--- config.mk ---
export PLATFORM = sky130hd
export DESIGN_NAME = alu_cmd_driver
export DESIGN_NICKNAME = d
export VERILOG_FILES = /design/src/rtl/alu_pkg.sv /design/src/rtl/alu_cmd_fifo.sv /design/src/rtl/alu_cmd_driver.sv
export SDC_FILE = /design/constraint.sdc
export NUM_CORES = 1
export LEC_CHECK = 0
export ABC_AREA = 1
export CAP_MARGIN = 20
export CORE_MARGIN = 2
export CORE_UTILIZATION = 57
export DETAILED_ROUTE_END_ITERATION = 8
export GPL_TIMING_DRIVEN = 0
export PLACE_DENSITY = 0.87
export SYNTH_ARGS = -nofsm -noshare
export SYNTH_HDL_FRONTEND = slang
export SYNTH_SLANG_ARGS = --single-unit
export TNS_END_PERCENT = 5
--- constraint.sdc ---
create_clock -name clk -period 3.66 [get_ports clk]
set_input_delay 0.732 -clock clk [delete_from_list [all_inputs] [get_ports clk]]
set_output_delay 0.732 -clock clk [all_outputs]
set_load 0.01 [all_outputs]
--- src/rtl/alu_pkg.sv ---
// Shared definitions for the ALU command driver: opcodes and FSM state encoding.
package alu_pkg;

    localparam logic [2:0] OP_ADD = 3'b000;
    localparam logic [2:0] OP_SUB = 3'b001;
    localparam logic [2:0] OP_AND = 3'b010;
    localparam logic [2:0] OP_OR  = 3'b011;
    localparam logic [2:0] OP_XOR = 3'b100;
    localparam logic [2:0] OP_SHL = 3'b101;
    localparam logic [2:0] OP_SHR = 3'b110;
    localparam logic [2:0] OP_SLT = 3'b111;

    typedef enum logic [1:0] {
        S_IDLE = 2'b00,
        S_EXEC = 2'b01,
        S_RESP = 2'b10
    } state_t;

endpackage

--- src/rtl/alu_cmd_fifo.sv ---
// Synchronous first-word-fall-through FIFO holding pending ALU commands.
// Push is ignored while full and pop is ignored while empty, so the
// pointers and count can never wrap into an inconsistent state.
module alu_cmd_fifo #(
    parameter int WIDTH = 19,
    parameter int DEPTH = 4
) (
    input  logic             clk,
    input  logic             rst,
    input  logic             push,
    input  logic [WIDTH-1:0] wdata,
    input  logic             pop,
    output logic [WIDTH-1:0] rdata,
    output logic             full,
    output logic             empty
);

    localparam int AW = $clog2(DEPTH);
    localparam logic [AW:0] CNT_FULL = (AW+1)'(DEPTH);

    logic [WIDTH-1:0] mem_r [DEPTH];
    logic [AW-1:0]    wr_ptr_r;
    logic [AW-1:0]    rd_ptr_r;
    logic [AW:0]      count_r;
    logic             push_ok_s;
    logic             pop_ok_s;

    assign full      = (count_r == CNT_FULL);
    assign empty     = (count_r == {(AW+1){1'b0}});
    assign push_ok_s = push && !full;
    assign pop_ok_s  = pop && !empty;
    assign rdata     = mem_r[rd_ptr_r];

    // Storage array; contents need no reset because the count gates visibility.
    always_ff @(posedge clk) begin
        if (push_ok_s) begin
            mem_r[wr_ptr_r] <= wdata;
        end
    end

    // Pointer and occupancy bookkeeping; simultaneous push and pop keep the count.
    always_ff @(posedge clk) begin
        if (rst) begin
            wr_ptr_r <= {AW{1'b0}};
            rd_ptr_r <= {AW{1'b0}};
            count_r  <= {(AW+1){1'b0}};
        end else begin
            if (push_ok_s) begin
                wr_ptr_r <= wr_ptr_r + AW'(1);
            end
            if (pop_ok_s) begin
                rd_ptr_r <= rd_ptr_r + AW'(1);
            end
            case ({push_ok_s, pop_ok_s})
                2'b10:   count_r <= count_r + (AW+1)'(1);
                2'b01:   count_r <= count_r - (AW+1)'(1);
                default: count_r <= count_r;
            endcase
        end
    end

endmodule

--- src/rtl/alu_cmd_driver.sv ---
// Command-side driver for the low-area ALU: buffers requests, issues the ALU
// load pulse, holds the opcode during evaluation and returns the captured result.
module alu_cmd_driver
    import alu_pkg::*;
#(
    parameter int WIDTH = 8,
    parameter int DEPTH = 4
) (
    input  logic             clk,
    input  logic             rst,
    input  logic             cmd_valid,
    output logic             cmd_ready,
    input  logic [WIDTH-1:0] cmd_a,
    input  logic [WIDTH-1:0] cmd_b,
    input  logic [2:0]       cmd_opt,
    output logic             res_valid,
    input  logic             res_ready,
    output logic [WIDTH-1:0] res_data,
    output logic [2:0]       res_opt,
    output logic [WIDTH-1:0] alu_a,
    output logic [WIDTH-1:0] alu_b,
    output logic [2:0]       alu_opt,
    output logic             alu_load,
    input  logic [WIDTH-1:0] alu_dout,
    input  logic             alu_done
);

    localparam int EW = 2 * WIDTH + 3;

    state_t           state_r;
    state_t           state_nxt_s;
    logic [2:0]       op_q;
    logic [EW-1:0]    head_s;
    logic [WIDTH-1:0] head_a_s;
    logic [WIDTH-1:0] head_b_s;
    logic [2:0]       head_opt_s;
    logic             fifo_full_s;
    logic             fifo_empty_s;
    logic             load_s;
    logic             capture_s;
    logic             clear_s;

    // cmd_ready only reflects fullness; a same-cycle pop does not free a slot early.
    assign cmd_ready = !fifo_full_s;

    assign head_a_s   = head_s[EW-1 -: WIDTH];
    assign head_b_s   = head_s[3 +: WIDTH];
    assign head_opt_s = head_s[2:0];

    alu_cmd_fifo #(
        .WIDTH (EW),
        .DEPTH (DEPTH)
    ) u_fifo (
        .clk   (clk),
        .rst   (rst),
        .push  (cmd_valid && !fifo_full_s),
        .wdata ({cmd_a, cmd_b, cmd_opt}),
        .pop   (load_s),
        .rdata (head_s),
        .full  (fifo_full_s),
        .empty (fifo_empty_s)
    );

    // Next-state logic: a load (and pop) happens from IDLE, or from RESP once the result is taken.
    always_comb begin
        state_nxt_s = state_r;
        load_s      = 1'b0;
        capture_s   = 1'b0;
        clear_s     = 1'b0;
        case (state_r)
            S_IDLE: begin
                if (!fifo_empty_s) begin
                    load_s      = 1'b1;
                    state_nxt_s = S_EXEC;
                end else begin
                    state_nxt_s = S_IDLE;
                end
            end
            S_EXEC: begin
                if (alu_done) begin
                    capture_s   = 1'b1;
                    state_nxt_s = S_RESP;
                end else begin
                    state_nxt_s = S_EXEC;
                end
            end
            S_RESP: begin
                if (res_ready) begin
                    clear_s = 1'b1;
                    if (!fifo_empty_s) begin
                        load_s      = 1'b1;
                        state_nxt_s = S_EXEC;
                    end else begin
                        state_nxt_s = S_IDLE;
                    end
                end else begin
                    state_nxt_s = S_RESP;
                end
            end
            default: begin
                state_nxt_s = S_IDLE;
            end
        endcase
    end

    // ALU pin drive: operands only during the load pulse, opcode held from op_q otherwise.
    always_comb begin
        alu_load = load_s;
        if (load_s) begin
            alu_a   = head_a_s;
            alu_b   = head_b_s;
            alu_opt = head_opt_s;
        end else begin
            alu_a   = {WIDTH{1'b0}};
            alu_b   = {WIDTH{1'b0}};
            alu_opt = op_q;
        end
    end

    // State, latched opcode and result registers; reset drops any in-flight work.
    always_ff @(posedge clk) begin
        if (rst) begin
            state_r   <= S_IDLE;
            op_q      <= OP_ADD;
            res_valid <= 1'b0;
            res_data  <= {WIDTH{1'b0}};
            res_opt   <= 3'b000;
        end else begin
            state_r <= state_nxt_s;
            if (load_s) begin
                op_q <= head_opt_s;
            end
            if (capture_s) begin
                res_valid <= 1'b1;
                res_data  <= alu_dout;
                res_opt   <= op_q;
            end else if (clear_s) begin
                res_valid <= 1'b0;
            end
        end
    end

endmodule

; Word level (Yosys, flattened, before mapping)
; Memory sizes are Yosys's and may differ from the RTL's. A register that Yosys moved wholly into a read port is not among the register bits.
; Index checks and enable logic that the tools add are counted.
[classes]
n_addsub = 4
n_eq_ne = 5
n_mux = 21
reduce_logical = 9
[ops]
columns = cell, count
row1 = two-way mux 8 bit, 2
row2 = two-way mux 1 bit, 11
row3 = two-way mux 2 bit, 4
row4 = one-hot mux 2 bit (3 select lines), 1
row5 = one-hot mux 3 bit (2 select lines), 1
row6 = "adder 2 x 1 -> 2 bit, second input constant", 2
row7 = "== test 2 x 1 -> 1 bit, second input constant", 2
row8 = "== test 2 bit, second input constant", 2
row9 = nonzero test 2 bit, 2
row10 = "adder 3 x 1 -> 3 bit, second input constant", 1
row11 = "== test 3 bit, second input constant", 1
row12 = logical AND 1 bit, 3
row13 = logical NOT 3 bit, 1
row14 = two-way mux 3 bit, 1
row15 = "subtractor 3 x 1 -> 3 bit, second input constant", 1
row16 = logical NOT 1 bit, 2
row17 = logical NOT 2 bit, 1
row18 = one-hot mux 1 bit (2 select lines), 1
[word_totals]
register_bits = 24
ram_bits = 76
in_bits = 32
out_inout_bits = 33
elab_cells = 48
mem_count = 1
[memory_table]
columns = memory, words, word_bits, rd, rd_clocked_by_memory_dff, write_ports, line_no
row1 = u_fifo.mem_r, 4, 19, 1, 1, 1, alu_cmd_fifo.sv:21  ; logic [WIDTH-1:0] mem_r [DEPTH];

; Depth between registers and ports, before layout
; Gate-level depths: netlist (run 1).
[depth]
depth_word = 7
depth_mapped = 12
depth_no_buf = 12

; By module
; From an unflattened synthesis (run 1), not the netlist that was laid out.
[hier_totals]
hier_cells = 383
area_unflattened_um2 = 4257.8
[by_module_without_submodules]
columns = module, instances, cells_each, area_each_um2, seq_area_each_um2
row1 = alu_cmd_fifo, 1, 254, 3374.5, 2462.4
row2 = alu_cmd_driver, 1, 129, 883.3, 340.3

; Worst setup path after synthesis (run 1)
; No wires, ideal clock.
[synth_timing]
path_type = in2out
from = input port res_ready
to = output port alu_a[0]
arrival_ns = 1.392
required_ns = 2.928
setup_slack_ns = 1.536
path_stages = 5
path_buffers = 1
cell_sequence = inv_1 -> a21oi_2 -> nand2_2 -> clkbuf_1 -> a21oi_1
[synth_via]
elab_chain_len = 3
[synth_rtl]
columns = item, line_no
row1 = from (decl), alu_cmd_driver.sv:17  ; input logic res_ready,
row2 = two-way mux 1 bit, alu_cmd_driver.sv:88  ; if (res_ready) begin
row3 = one-hot mux 1 bit (2 select lines), alu_cmd_driver.sv:70  ; case (state_r)
row4 = two-way mux 8 bit, alu_cmd_driver.sv:109  ; if (load_s) begin
row5 = to (decl), alu_cmd_driver.sv:20  ; output logic [WIDTH-1:0] alu_a,
; No other way between the ends.

; Worst setup path after layout (run 1)
[layout_timing]
from = input port res_ready
to = output port alu_b[4]
[layout_via]
elab_chain_len = 3
[layout_rtl]
columns = item, line_no
row1 = two-way mux 1 bit, alu_cmd_driver.sv:88
row2 = one-hot mux 1 bit (2 select lines), alu_cmd_driver.sv:70
row3 = two-way mux 8 bit, alu_cmd_driver.sv:109
row4 = to (decl), alu_cmd_driver.sv:21  ; output logic [WIDTH-1:0] alu_b,
; No other way between the ends.

==> results.json, run 1 <==
{
  "synth.area.top_cells": "edfxtp_1, dfxtp_1, nor2_1, a21oi_1, inv_1",
  "drtIter0Drc": 252,
  "nNetsFinal": 495,
  "worst_pin_slew_ns": 0.564,
  "place_hpwl_um": 6010,
  "num_vias": 2979,
  "grtUsageMet1_pct": 30.6,
  "die_w_um": 88.8,
  "area_delta_synth_final_pct": 26.0,
  "min_to": "res_data[2]",
  "critPathArrivalTime_ns": 2.71,
  "hp-class": "register to register",
  "cp-start-kind": "primary input",
  "insertion_delay_ns": 0.36,
  "cts_buffers": 9,
  "max_stage_delay_ns": 0.57,
  "intPower_mw": 2.50,
  "htree_levels": 3,
  "wl_um": 9220,
  "p_per_area_mw_per_mm2": 739,
  "whs_ns": 0.448,
  "ant_nets": 0,
  "power_mw": 3.81,
  "viasPerCell": 5.34,
  "critPathKind": "primary input to output pin",
  "power.switching_mw": 1.31,
  "setup_viol": 0,
  "syn_inst": 379,
  "coreArea_mm2": 0.00687,
  "p_sw_share_pct": 34.4,
  "p_leak_nw": 1.92,
  "rrSetupSlack_ns": 1.68,
  "avgSynthCellArea_um2": 10.8,
  "hold_buffers": 0,
  "p_clk_share_pct": 21.4,
  "end_kind": "output pin",
  "ys_types": 22,
  "r2r_cells": 10,
  "cp_common_cell": "clkdlybuf4s50_1",
  "clockBufferDepth": 2,
  "critPathBufInv": 4,
  "busiest_layer": "met2",
  "worst_ep_required_time_ns": 2.93,
  "seq_power_share_pct": 39.3,
  "dieArea_mm2": 0.00788,
  "post-cts-setup-buffer-count": 0,
  "fin_crit_ns": 3.44,
  "io_pins": 65,
  "netlist_area_mm2": 0.00410,
  "cts_root_buf": "clkbuf_8",
  "drt_first_pass_iters": 5,
  "synth_top_area_share_pct": 55.7,
  "numPortBuffers": 63,
  "grt_pass1_wl_um": 14100,
  "cts_resized": 0,
  "antenna_found_initial": 0,
  "rr_endpoint": "u_fifo.count_r[2]",
  "tritoncts": "yes",
  "clock-sinks": 102,
  "slowest_stage": "clkdlybuf4s50_1",
  "grtUsageTotal_pct": 24.4,
  "worstPathCellList": "clkdlybuf4s50_1 -> inv_1 -> a21oi_2 -> nand2_2 -> clkbuf_1 -> a21oi_1 -> clkdlybuf4s50_1",
  "yosysTopAreaCell": "edfxtp_1",
  "status": "complete, no violations",
  "ir_drop_uv": 341,
  "r2r_start": "u_fifo.count_r[0]",
  "grt.overflow.total": 0,
  "ys_seq_elements": 102,
  "place.gp.congestion": 0.792,
  "final_max_slew_viol_count": 0,
  "start_util_pct": 59.6,
  "fmax_mhz": 290,
  "cp_top_family": "buffers and inverters",
  "rsz0062_at_grt": "false",
  "slew_headroom_pct": 62.4,
  "ys_seq_area_share_pct": 68.4,
  "ys_warn_count": 0,
  "grt_use_met2_pct": 41.1,
  "antenna_cells": 0,
  "clk_pin_slew_worst_paths_ns": 0.10,
  "fin_crit_sh_pct": 94.1,
  "drv_cap": 0,
  "critPathMaxFanout": 10,
  "grt_pass1_vias": 2973,
  "drc_errors": 0,
  "grt_use_met3_pct": 3.64,
  "chipHeight_um": 88.8,
  "layout-drive-gt1-share_pct": 10.4,
  "comb_power_share_pct": 39.4,
  "fp-row-count": 30,
  "routedWlPerCell_um": 16.5,
  "hp-start": "res_data[2]",
  "totalNegativeSetupSlack_ns": 0,
  "whs_path_depth": 2,
  "skew_ns": 0.00989,
  "hold_viol_final": 0,
  "syn-num-nets": 417,
  "grt_max_degree": 17
}
per-stage QoR:
step           cells  setup WS [ns]  instance area, µm²  utilization, %
6_report         558          0.217                5160            75.1
5_1_grt          558          0.125                5160            75.1
4_1_cts          558          0.231                5160            75.1
3_5_place_dp     542          0.264                4920            71.6
3_3_place_gp     538          0.292                4850            70.5
2_1_floorplan    379           1.54                4100               -
sequential cells by signal, summed over array words and instances, names as in the netlist, named ones only:
name	count
res_valid	1
op_q	3
u_fifo.mem_r	76
res_data	8
res_opt	3
u_fifo.count_r	3
u_fifo.rd_ptr_r	2
state_r	2
u_fifo.wr_ptr_r	2
cell usage in the layout (no fill, tap or decap), types with 2 or more instances in the layout:
master,count
a21oi_1,39
buf_2,10
buf_6,3
buf_8,4
clkbuf_1,2
clkbuf_16,2
clkbuf_8,11
clkdlybuf4s50_1,63
dfxtp_1,26
edfxtp_1,76
ha_1,5
inv_1,40
inv_2,4
nand2_1,31
nand2_2,2
nand3_1,11
nand3_2,2
nor2_1,68
nor2_2,5
o21ai_0,25
o21ai_1,25
power by group through the flow:
stage,Clock (mW),Sequential (mW),Combinational [mW]
6_report,0.814,1.50,1.50
5_1_grt,0.862,1.51,1.64
4_1_cts,0.816,1.49,1.50
3_5_place_dp,0,1.52,1.47
3_3_place_gp,0,1.51,1.40
2_1_floorplan,0,1.52,0.794
synth_stat cells:
master,count
inv_2,4
nand3_2,2
o21ai_1,25
nor2_2,1
nand3_1,11
buf_4,1
inv_1,40
buf_6,3
nor2_1,72
a21oi_2,1
fa_1,1
clkbuf_1,2
o21ai_0,25
edfxtp_1,76
ha_1,5
nand3b_1,1
nand2_2,2
dfxtp_1,26
nand2_1,31
buf_2,10
a21oi_1,39
buf_1,1
kinds of logic (layout without fill, tap and decap cells):
logic type	Yosys count	after routing	share of synthesized area, %
buffers and inverters	61	144	6.54
DFF	102	102	68.4
AOI/OAI and AO/OA	90	90	11.1
adders and majority gates	6	6	2.02
and+or+nand+nor	120	120	11.9
routing by layer:
metal  up-vias  routed length (µm)
li1       1426                   -
met1      1431                3670
met2       101                4820
met3        21                 510
met4         0                 216
met5         -                   0
cell type report:
type | instances | area (µm²)
multi-input combinational | 216 | 1030
clock inverter | 3 | 43.8
fill | 405 | 1710
buffer | 17 | 103
sequential | 102 | 2800
clock buffer | 13 | 201
timing repair buffer | 67 | 691
inverter | 44 | 165
tap | 96 | 120
worst max path at each step:
stage | from | end | slack, ns | cells after the start
2_1_floorplan | res_ready | alu_a[0] | 1.54 | 5
3_3_place_gp | res_ready | alu_b[6] | 0.29 | 7
3_5_place_dp | res_ready | alu_b[4] | 0.26 | 7
4_1_cts | res_ready | alu_b[4] | 0.23 | 7
5_1_grt | res_ready | alu_b[4] | 0.12 | 7
6_report | res_ready | alu_b[4] | 0.22 | 7
worst reg2reg max path, cell delays in order, from the launching register on:
cell and delay, ns:
dfxtp_1 0.33, inv_1 0.14, nand3_1 0.14, nand2_2 0.21, ha_1 0.22, inv_1 0.08, fa_1 0.38, nand2_1 0.08
nand3_1 0.08, o21ai_0 0.16, a21oi_1 0.06
No activity file was read; power rests on OpenSTA's default activity.
==> inputs of run 2 (changes only) <==
- CORE_UTILIZATION: 57 -> 58
- PLACE_DENSITY: 0.87 -> 0.88
- SYNTH_HIERARCHICAL: not set -> 1
==> run 2 against run 1 <==
  * Synthesized area rose by 4.0%
  * Utilization shrank 1.3 points
  * Sequential power about the same
  * Register-to-register slack got worse by 0.58 ns
  * Flip-flop and latch count unchanged
  * Non-clock buffer count increased by 3
  * Total power shrank 1.7%
  * Combinational power grew 3%
  * Maximum frequency up 4.5%
  * Worst setup slack better by 0.15 ns
  * Clock-buffer cell count shrank 4
==> results.json, run 2 <==
{
  "status": "complete, no violations",
  "cp_top_family": "buffers and inverters",
  "worstPathCellList": "clkdlybuf4s50_1 -> inv_1 -> nand2_1 -> nand2_2 -> buf_2 -> nor2_1 -> clkdlybuf4s50_1",
  "drv_cap": 0,
  "ys_types": 30,
  "p_leak_nw": 1.98,
  "cts_buffers": 9,
  "cp_common_cell": "clkdlybuf4s50_1",
  "yosysMostFrequentCell": "edfxtp_1",
  "ys_seq_elements": 102,
  "worst_slack_ns": 0.367,
  "rrSetupSlack_ns": 1.10,
  "startpoint": "res_ready",
  "critPathMaxFanout": 10,
  "viasPerCell": 5.50,
  "synth-main-ff-cell": "edfxtp_1",
  "area_delta_synth_final_pct": 24.4,
  "p_per_area_mw_per_mm2": 708,
  "synth_commonest_cells": "edfxtp_1, nor2_1, inv_1",
  "grt_max_degree": 18,
  "clockBufferDepth": 2,
  "clock-sinks": 102,
  "worst_ep_required_time_ns": 2.93,
  "wl_met2_um": 5070,
  "num_vias": 3113,
  "fin_crit_sh_pct": 90.0,
  "worst_pin_slew_ns": 0.618,
  "cp-start-kind": "primary input",
  "antenna_cells": 0,
  "numPortBuffers": 64,
  "final_max_slew_viol_count": 0,
  "synthArstFlopShare_pct": 0,
  "routedWlPerCell_um": 16.8,
  "fin_crit_ns": 3.29,
  "largest_register_ff_count": 76,
  "grtUsageTotal_pct": 25.2,
  "avgSynthCellArea_um2": 11.1,
  "ys_warn_count": 6,
  "slowest_stage": "clkdlybuf4s50_1",
  "clk_pin_slew_worst_paths_ns": 0.10,
  "drc_errors": 0,
  "dieArea_mm2": 0.00804,
  "chipHeight_um": 89.7,
  "critPathBufInv": 4,
  "mostFrequentLayoutCell": "edfxtp_1",
  "place.gp.congestion": 0.811,
  "fmax_mhz": 304,
  "coreArea_mm2": 0.00718,
  "top_regs": "u_fifo/mem_r: 76 flops, res_data: 8 flops",
  "nNetsFinal": 500,
  "grt_pass1_vias": 3121,
  "hold_viol_final": 0,
  "drt_first_pass_iters": 5,
  "syn-num-nets": 421,
  "drtIter0Drc": 335,
  "critPathKind": "primary input to output pin",
  "ant_nets": 0,
  "antenna_found_initial": 0,
  "ys_seq_area_share_pct": 65.8,
  "place_hpwl_um": 6430,
  "post-place-ws_ns": 0.410,
  "setup_viol": 0,
  "critPathArrivalTime_ns": 2.56,
  "max_stage_delay_ns": 0.57,
  "skew_ns": 0.0106,
  "fp-row-count": 31,
  "cts_root_buf": "clkbuf_8",
  "layout-drive-gt1-share_pct": 13.7,
  "slew_headroom_pct": 58.8,
  "largest_register": "u_fifo/mem_r",
  "end_kind": "output pin",
  "netlist_area_mm2": 0.00426,
  "htree_levels": 3,
  "insertion_delay_ns": 0.37,
  "die_w_um": 89.7,
  "rsz0062_at_grt": "false",
  "utilization_pct": 73.8,
  "wl_met1_um": 3640,
  "yosysTopAreaCell": "edfxtp_1",
  "cts_resized": 0,
  "synth_top_area_share_pct": 53.6,
  "syn_inst": 383,
  "synth.area.top_cells": "edfxtp_1, dfxtp_1, nor2_1, o21ai_0, inv_1",
  "start_util_pct": 59.3,
  "tritoncts": "yes",
  "ir_drop_uv": 370,
  "hold_buffers": 0,
  "synth_edf_count": 76,
  "regArea_mm2": 0.00280,
  "grt.overflow.total": 0,
  "multi_input_area_mm2": 0.00110,
  "top_layer_used": "met4",
  "hp-class": "register to register",
  "hp-start": "res_data[4]",
  "totalNegativeSetupSlack_ns": 0,
  "io_pins": 65,
  "grt_pass1_wl_um": 14800,
  "nFillCells": 473,
  "final_cell_mix": "edfxtp_1, clkdlybuf4s50_1, nor2_1",
  "wl_um": 9490,
  "r2r_start": "u_fifo/count_r[1]",
  "met3_length_um": 563,
  "post-cts-setup-buffer-count": 0
}
==> run 2: changes by cell type in the layout (fill, tap and decap cells not counted), sizes merged <==
cell / delta
a21oi: -21
o22ai: +19
nand4: +11
o21ai: -10
inv: +8
nor2: -4
clkbuf: -2
clkinv: +2
nand2: +2
nand3: -2
clkdlybuf4s50: +1
clkinvlp: +1
==> run 2: kinds of logic after synthesis <==
| kind of cell | share of synthesized area [%] |
|---|---|
| AO/OA/AOI/OAI | 9.99 |
| adder cells (fa/ha/maj) | 1.94 |
| flip-flops | 65.8 |
| AND/OR/NAND/NOR | 13.7 |
| buffers and inverters | 8.58 |
==> run 2: tightest hold or removal path, stage by stage (launching register included) <==
cell,delay [ns]
dfxtp_1,0.32
nand2_1,0.06
a21oi_1,0.05
==> run 2: routing by layer <==
| layer | vias up | global-route usage (%) |
|---|---|---|
| li1 | 1462 | - |
| met1 | 1496 | 30.6 |
| met2 | 133 | 43.8 |
| met3 | 22 | 5.21 |
| met4 | 0 | 10.4 |
| met5 | - | 0 |
==> run 2: path summary, 6_finish.rpt <==
path | endpoint | depth (start not counted)
min | res_data[4] | 2
max reg2reg | u_fifo/count_r[2] | 18
min reg2reg | res_data[4] | 2
max | alu_a[0] | 7
==> run 2: report_power, final <==
part	switching [mW]	internal [mW]
Sequential	0.0813	1.43
Combinational	0.861	0.675
Clock	0.385	0.318
==> run 2: stage by stage <==
stage               hold WS (ns)  instances  power, mW  area, µm²
global placement           0.447        546       2.94       5020
finish                     0.461        566       3.75       5300
floorplan                  0.459        383       2.37       4260
CTS                        0.464        566       3.76       5300
detailed placement         0.451        550       3.06       5100
global route               0.487        566       3.95       5300
==> run 2: cell type report <==
type,instances,area share [%]
multi-input cells,211,20.8
repair buffers,68,13.4
plain buffers,19,3.28
flip-flops and latches,102,52.9
clock buffers,9,2.34
inverters,51,3.61
well taps,99,2.34
clock inverters,7,1.35
==> inputs of run 3 (changes only) <==
- clock period: 3.66 -> 4.2 ns (I/O delays scaled with it)
==> results of run 3 <==
Same layout as run 2 (identical final DEF). Status: complete, no violations.
Among the figures that moved: setup slack after placement 0.410 ns -> 0.734 ns; setup slack after layout 0.367 ns -> 0.691 ns; register-to-register setup slack 1.10 ns -> 1.64 ns; total power 3.75 mW -> 3.27 mW; worst IR drop on VDD 370 µV -> 322 µV
